### src/rtl/jt053246_drq.sv
// Draw-request queue between the 053246 object scanner and the line-buffer drawer.
// A small FIFO hands out one command at a time over a start/busy handshake and is flushed at each line start.
module jt053246_drq #(
  parameter int DW = 56,
  parameter int AW = 2
) (
  input  logic          clk,
  input  logic          rst,
  input  logic          cen,
  input  logic          hs,
  input  logic          in_start,
  input  logic [DW-1:0] in_data,
  output logic          in_busy,
  output logic          dr_start,
  output logic [DW-1:0] dr_data,
  input  logic          dr_busy,
  output logic [AW:0]   level,
  output logic [AW:0]   peak,
  output logic [7:0]    drops
);

  localparam logic [AW:0] DEPTH = {1'b1, {AW{1'b0}}};

  typedef enum logic [1:0] {IDLE, ACK, WAIT} state_t;

  state_t        state, state_nxt;
  logic [DW-1:0] mem [0:(1<<AW)-1];
  logic [AW-1:0] rd_ptr, wr_ptr;
  logic [AW:0]   level_nxt;
  logic [8:0]    drop_inc;
  logic          hs_l, flush, full, push, drop_in, issue;

  function automatic logic [7:0] sat_add8(input logic [7:0] a, input logic [8:0] b);
    logic [9:0] s;
    s = {2'b00, a} + {1'b0, b};
    return (s > 10'd255) ? 8'hff : s[7:0];
  endfunction

  assign flush   = hs & ~hs_l;
  assign full    = (level == DEPTH);
  assign in_busy = full | flush;
  assign push    = in_start & ~in_busy;
  assign drop_in = in_start & in_busy;

  // A flush discards the whole queue plus any push attempted in the same cycle
  assign drop_inc  = flush ? 9'(level) + 9'(drop_in) : 9'(drop_in);
  assign level_nxt = flush ? '0 : level + (AW+1)'(push) - (AW+1)'(issue);

  always_comb begin
    state_nxt = state;
    issue     = 1'b0;
    case (state)
      IDLE: if (level != '0 && !flush) begin
        issue     = 1'b1;
        state_nxt = ACK;
      end
      ACK:  state_nxt = WAIT;
      WAIT: if (!dr_busy) begin
        if (level != '0 && !flush) begin
          issue     = 1'b1;
          state_nxt = ACK;
        end else begin
          state_nxt = IDLE;
        end
      end
      default: state_nxt = IDLE;
    endcase
  end

  always_ff @(posedge clk) begin
    if (cen && push) mem[wr_ptr] <= in_data;
  end

  always_ff @(posedge clk or posedge rst) begin
    if (rst) begin
      state    <= IDLE;
      hs_l     <= 1'b0;
      rd_ptr   <= '0;
      wr_ptr   <= '0;
      level    <= '0;
      peak     <= '0;
      drops    <= '0;
      dr_start <= 1'b0;
      dr_data  <= '0;
    end else if (cen) begin
      hs_l     <= hs;
      state    <= state_nxt;
      dr_start <= issue;
      if (issue) dr_data <= mem[rd_ptr];
      level    <= level_nxt;
      peak     <= flush ? '0 : ((level_nxt > peak) ? level_nxt : peak);
      drops    <= sat_add8(drops, drop_inc);
      if (flush) begin
        rd_ptr <= '0;
        wr_ptr <= '0;
      end else begin
        if (push)  wr_ptr <= wr_ptr + 1'b1;
        if (issue) rd_ptr <= rd_ptr + 1'b1;
      end
    end
  end

endmodule

### config.mk
export PLATFORM = sky130hd
export DESIGN_NAME = jt053246_drq
export DESIGN_NICKNAME = d
export VERILOG_FILES = /design/src/rtl/jt053246_drq.sv
export SDC_FILE = /design/constraint.sdc
export NUM_CORES = 1
export LEC_CHECK = 0
export BUFFER_PORTS_ARGS = -buffer_cell sky130_fd_sc_hd__buf_2
export CORE_MARGIN = 8
export CORE_UTILIZATION = 25
export CTS_BUF_LIST = sky130_fd_sc_hd__clkbuf_8
export CTS_CLUSTER_SIZE = 10
export DETAILED_ROUTE_END_ITERATION = 10
export HOLD_SLACK_MARGIN = 0.08
export SLEW_MARGIN = 20
export SYNTH_ARGS = -nofsm -noshare
export SYNTH_HDL_FRONTEND = slang
export SYNTH_SLANG_ARGS = --single-unit
### constraint.sdc
create_clock -name clk -period 5.9 [get_ports clk]
set_input_delay 1.18 -clock clk [delete_from_list [all_inputs] [get_ports clk]]
set_output_delay 1.18 -clock clk [all_outputs]
set_load 0.005 [all_outputs]
# Word-level counts from Yosys, hierarchy flattened
# Memories as Yosys holds them, arrays and structs flattened. A register that Yosys moved wholly into a read port is not among the register bits.
# Index checks and enable logic that the tools add are counted.
# totals
word_cells	59
mem_count	1
ram_bits	224
regBits	22
# mem_list
name	words	word_bits	rd	rd_clocked_by_memory_dff	wr	line_no	text
mem	4	56	1	1	1	27	logic [DW-1:0] mem [0:(1<<AW)-1];
# classes
n_eq_ne	5
n_reduce_logical	13
muxes	18
n_addsub	6
magnitude_cmp	2
bitwise_logic	6
# ops
operator	n
2-bit two-way mux	6
8-bit by 4-bit adder with 9-bit output	1
9-bit by 8-bit greater-than comparator with 1-bit output (second input constant)	1
3-bit two-way mux	3
8-bit two-way mux	1
2-bit AND reduction	4
2-bit case mux with 3 select lines	1
2-bit nonzero test	3
1-bit two-way mux	5
2-bit by 1-bit adder with 2-bit output (second input constant)	2
3-bit by 1-bit adder with 4-bit output	1
4-bit two-way mux	1
2-bit inequality test (second input constant)	2
3-bit by 1-bit adder with 3-bit output	1
1-bit AND	3
3-bit == test (second input constant)	1
3-bit greater-than comparator	1
3-bit AND reduction	1
3-bit nonzero test	1
3-bit by 1-bit subtractor with 3-bit output	1
2-bit by 1-bit == test with 1-bit output (second input constant)	1
2-bit == test (second input constant)	1
1-bit logical AND	2
2-bit zero test	1
4 further kinds	5

# Longest topological paths before layout
# depth
ltp_word	12
depth_mapped	14
depth_no_buf	13

# Worst setup path after synthesis
# OpenSTA, ideal clock, no wires.
# synth_path
kind	input port to flip-flop
start	input cen
end	memory mem[0][0], enable pin
t_arrival_ns	3.247
cell_stages	4
n_path_buf	1
setup_slack_ns	2.233
required_time_ns	5.480
setup_ns	0.420
path_cell_list	buf_2 > clkinv_1 > nor3_2 > and2_1
# synth_via
elab_chain_len	3
# synth_lines
element	line_no	text
start, declared	9	input logic cen,
1-bit logical AND	71	if (cen && push) mem[wr_ptr] <= in_data;
1-bit two-way mux	71	
1-bit two-way mux (implied by the code)	71	
end, declared	27	
# Every way passes these cells.

# Worst setup path after layout
# layout_path
start	input hs
end	register peak[1]
# layout_via
elab_chain_len	11
word_cells_on_any_way	17
classes_between	add/sub (2); order compare (1); mux (6); bitwise (4); reduce/logical (4)
# layout_lines
element	line_no	text
start, declared	10	input logic hs,
1-bit AND *	39	assign flush = hs & ~hs_l;
parallel branches: the longest is 6 deep, another holds 3-bit by 1-bit adder with 3-bit output	--	
3-bit two-way mux *	47	assign level_nxt = flush ? '0 : level + (AW+1)'(push) - (AW+1)'(issue);
via level_nxt[1]	29	logic [AW:0] level_nxt;
3-bit greater-than comparator	91	peak <= flush ? '0 : ((level_nxt > peak) ? level_nxt : peak);
2-bit nonzero test (no line)	--	
2-bit AND reduction (no line)	--	
end signal, assigned	91	
end, declared	18	output logic [AW:0] peak,
# Mark *: on every way through the listed nets, which the timed path passes. The select of a mux whose other input is x is not followed.
# A chain may end at the register's enable or synchronous reset.

==> impl_metrics.tcl <==
set metrics [dict create \
    detail_route.drc_violations 0 \
    finalCritPeriodShare_pct 56.0 \
    first_pass_iters 4 \
    power_density_nw_per_um2 460 \
    clkTransAtPathRegs_ns 0.06 \
    setup-violations-final 0 \
    rsz_0062_raised_after_global_routing "no" \
    die-width_um 234 \
    post-cts-setup-buffers 0 \
    number_of_hold_violations_in_the_final_report 0 \
    power_frac_clock_pct 28.6 \
    timing.critical_path.arrival_ns 3.81 \
    grt.overflow.total 0 \
    timing.reg2reg.worst_path_depth 13 \
    synth-main-ff-cell "sky130_fd_sc_hd__edfxtp_1" \
    run_status "finished clean" \
    switching_power_mw 1.87 \
    detail_route.wirelength_mm 24.8 \
    timing.critical_path.slowest_cell_delay_ns 0.48 \
    post_synth_instance_area_um2 11900 \
    worstMarginPinSlew_ns 1.05 \
    grt_pass1_wl_mm 37.9 \
    gr-usage-all-layers_pct 9.16 \
    maximum_number_of_pins_on_one_net_before_global_route_repair 59 \
    cell_types_occupying_the_most_area_after_synthesis "sky130_fd_sc_hd__edfxtp_1 (56%), sky130_fd_sc_hd__dfrtp_1 (16%), sky130_fd_sc_hd__mux4_2 (11%)" \
    drive_above_1_share_pct 43.3 \
    via_cell_ratio 4.10 \
    yosysSeqAreaShare_pct 72.7 \
    globalplace.congestion 0.743 \
    cts_made_buffers 53 \
    holdCritPathClass "reg -> reg" \
    layout.nets 815 \
    synth-edff-count 224 \
    synthDominantCellAreaShare_pct 56.4 \
    cts-root-to-sink-buffers 3 \
    clk-insertion-delay-late_ns 0.60 \
    port_buffers 133 \
    cts.sinks 302 \
    critPathRequiredTime_ns 6.40 \
    worst-path-max-fanout 9 \
    cts_resized 0 \
    post_cts_hold_buffer_count 0 \
    fillCellCount 4722 \
    post_synthesis_async_set_or_reset_flop_share_pct 25.8 \
    switching_share_pct 28.6 \
    die_y_um 234 \
    areaGrowthSynthToFinish_pct 19.3 \
    cts_tree "yes" \
    clock-skew-final_ns 0.0207 \
    post-route-min-period_ns 3.30 \
    path_class "in -> reg" \
    power_leakage_nw 5.40 \
    crit_slowest_cell "sky130_fd_sc_hd__fa_1" \
    synth_top_cell_by_area "sky130_fd_sc_hd__edfxtp_1" \
    worst_ir_drop_vdd_uv 258 \
    endpoint_kind "flip-flop" \
    ys_top_cells_by_count "sky130_fd_sc_hd__edfxtp_1 (224), sky130_fd_sc_hd__dfrtp_1 (78), sky130_fd_sc_hd__mux2_4 (56), sky130_fd_sc_hd__mux4_2 (56), sky130_fd_sc_hd__ha_1 (16)" \
    yosysMostFrequentCell "sky130_fd_sc_hd__edfxtp_1" \
    count_of_max_cap_constraint_violations 0 \
    clock-root-buffer "sky130_fd_sc_hd__clkbuf_8" \
    layout_setup_ws_ns 2.60 \
    number_of_register_bits_inferred_by_synthesis 302 \
    crit_chain "buf_2 -> nand2b_2 -> nand3_1 -> ha_1 -> inv_1 -> ha_1 -> fa_1 -> inv_1 -> nor2_1 -> ha_1 -> nor2b_1 -> o21a_1 -> o211a_1 -> o22ai_1" \
    critPathLaunchType "input pin" \
    grt_pass1_vias 6331 \
    avg_synthesized_cell_area_um2 21.1 \
    power.share.combinational_pct 25.8 \
    initial_utilization_pct 25.1 \
    post_drt_wl_per_cell_um 17.8 \
    crit_path_top_cell_by_count "sky130_fd_sc_hd__ha_1" \
    hpwl_mm 14.0 \
    dieArea_um2 55000 \
    final_antenna_net_count 0 \
    via_count 5721 \
    slew_viol_final 0 \
    synthDistinctLibCells 44 \
    design.core.area_um2 47400 \
    slew_headroom_pct 30.1 \
    first_iter_violations 237 \
    timing.hold.worst_path_depth 1 \
    internal-power_mw 4.68 \
    setup_total_negative_slack_ns 0 \
    synth.yosys.warnings 0 \
    netlist_instances 566 \
    clock.fmax_ghz 0.303 \
    rows 80 \
    antenna_found_initial 2 \
    i_o_pin_count 134 \
    worst_case_setup_slack_after_placement_ns 1.97 \
    seq_power_share_pct 45.6 \
    mappedNetlistNets 646 \
    cts_max_level 2 \
]
-- logic make-up (layout without fill, tap and decap cells) --
group	Yosys count	in the layout	share of synthesized area (%)
flops	302	302	72.7
buf+inv	37	251	2.46
simple gates	50	50	2.38
mux	117	117	18.1
fa+ha+maj	18	18	2.01
other cells	0	2	0
xor+xnor	4	4	0.294
compound gates	38	38	2.03
-- area by class of cell --
cell class | instances | area (um^2) | area share (%)
clock inverters | 40 | 224 | 1.57
repair buffers | 137 | 696 | 4.89
inverters | 14 | 55.1 | 0.387
multi-input cells | 227 | 2970 | 20.9
well taps | 615 | 769 | 5.41
clock buffers | 60 | 826 | 5.80
diodes | 2 | 5.00 | 0.0352
flip-flops and latches | 302 | 8690 | 61.0
-- flip-flops by register name, summed over array words and instances, names as in the netlist --
name / flops
dr_data: 56
dr_start: 1
drops: 8
hs_l: 1
level: 3
mem: 224
peak: 3
rd_ptr: 2
state: 2
wr_ptr: 2
-- layout by cell type, fill, tap and decap left out, drive strengths merged, types with 4 or more instances in the layout --
cell,instances
nor2,7
and3,4
inv,35
clkbuf,60
mux4,56
nand3,6
o21ai,15
nand2,13
a21oi,5
and2,7
mux2,60
edfxtp,224
buf,137
nand2b,5
clkinv,15
dfrtp,78
ha,16
-- final timing paths --
| kind | from | endpoint | slack, ns |
|---|---|---|---|
| max | hs | peak[1] | 2.60 |
| min | state[1] | state[1] | 0.49 |
| max reg2reg | level[0] | peak[1] | 2.63 |
| min reg2reg | state[1] | state[1] | 0.49 |
| max in group asynchronous | rst | rd_ptr[0] | 4.11 |
| min in group asynchronous | rst | dr_data[5] | 0.62 |
-- critical path, delay by kind of cell --
kind                       cells  cell delay [ns]
AOI/OAI and AO/OA              3             0.58
adders and majority gates      4             1.23
buffers and inverters          3             0.20
and+or+nand+nor                4             0.62
-- metal layers --
metal  GRT usage (%)  part of all wire, %  vias to the layer above
li1                -                    -                     2603
met4            4.38                  3.0                        2
met1            11.7                   45                     2920
met5               0                0.052                        -
met3            2.45                  5.6                       52
met2            14.3                   46                      144
-- power groups by stage --
stage               registers (mW)  logic, mW  clock network, mW
finish                        2.98       1.69               1.88
global route                  3.05       1.86               2.04
CTS                           3.00       1.74               1.96
detailed placement            3.04       1.73                  0
global placement              3.04       1.71                  0
floorplan                     2.87       1.36                  0
-- per-stage QoR --
| stage | instances | util, % | hold WS (ns) | power [mW] | instance area (um^2) |
|---|---|---|---|---|---|
| 4_1_cts | 1395 | 30.0 | 0.491 | 6.70 | 14200 |
| 3_5_place_dp | 1295 | 27.8 | 0.485 | 4.77 | 13200 |
| 3_3_place_gp | 1295 | 27.8 | 0.482 | 4.75 | 13200 |
| 6_report | 1397 | 30.0 | 0.490 | 6.55 | 14200 |
| 2_1_floorplan | 566 | - | 0.457 | 4.22 | 11900 |
| 5_1_grt | 1396 | 30.0 | 0.511 | 6.95 | 14200 |
(Power assumes the default switching activity.)
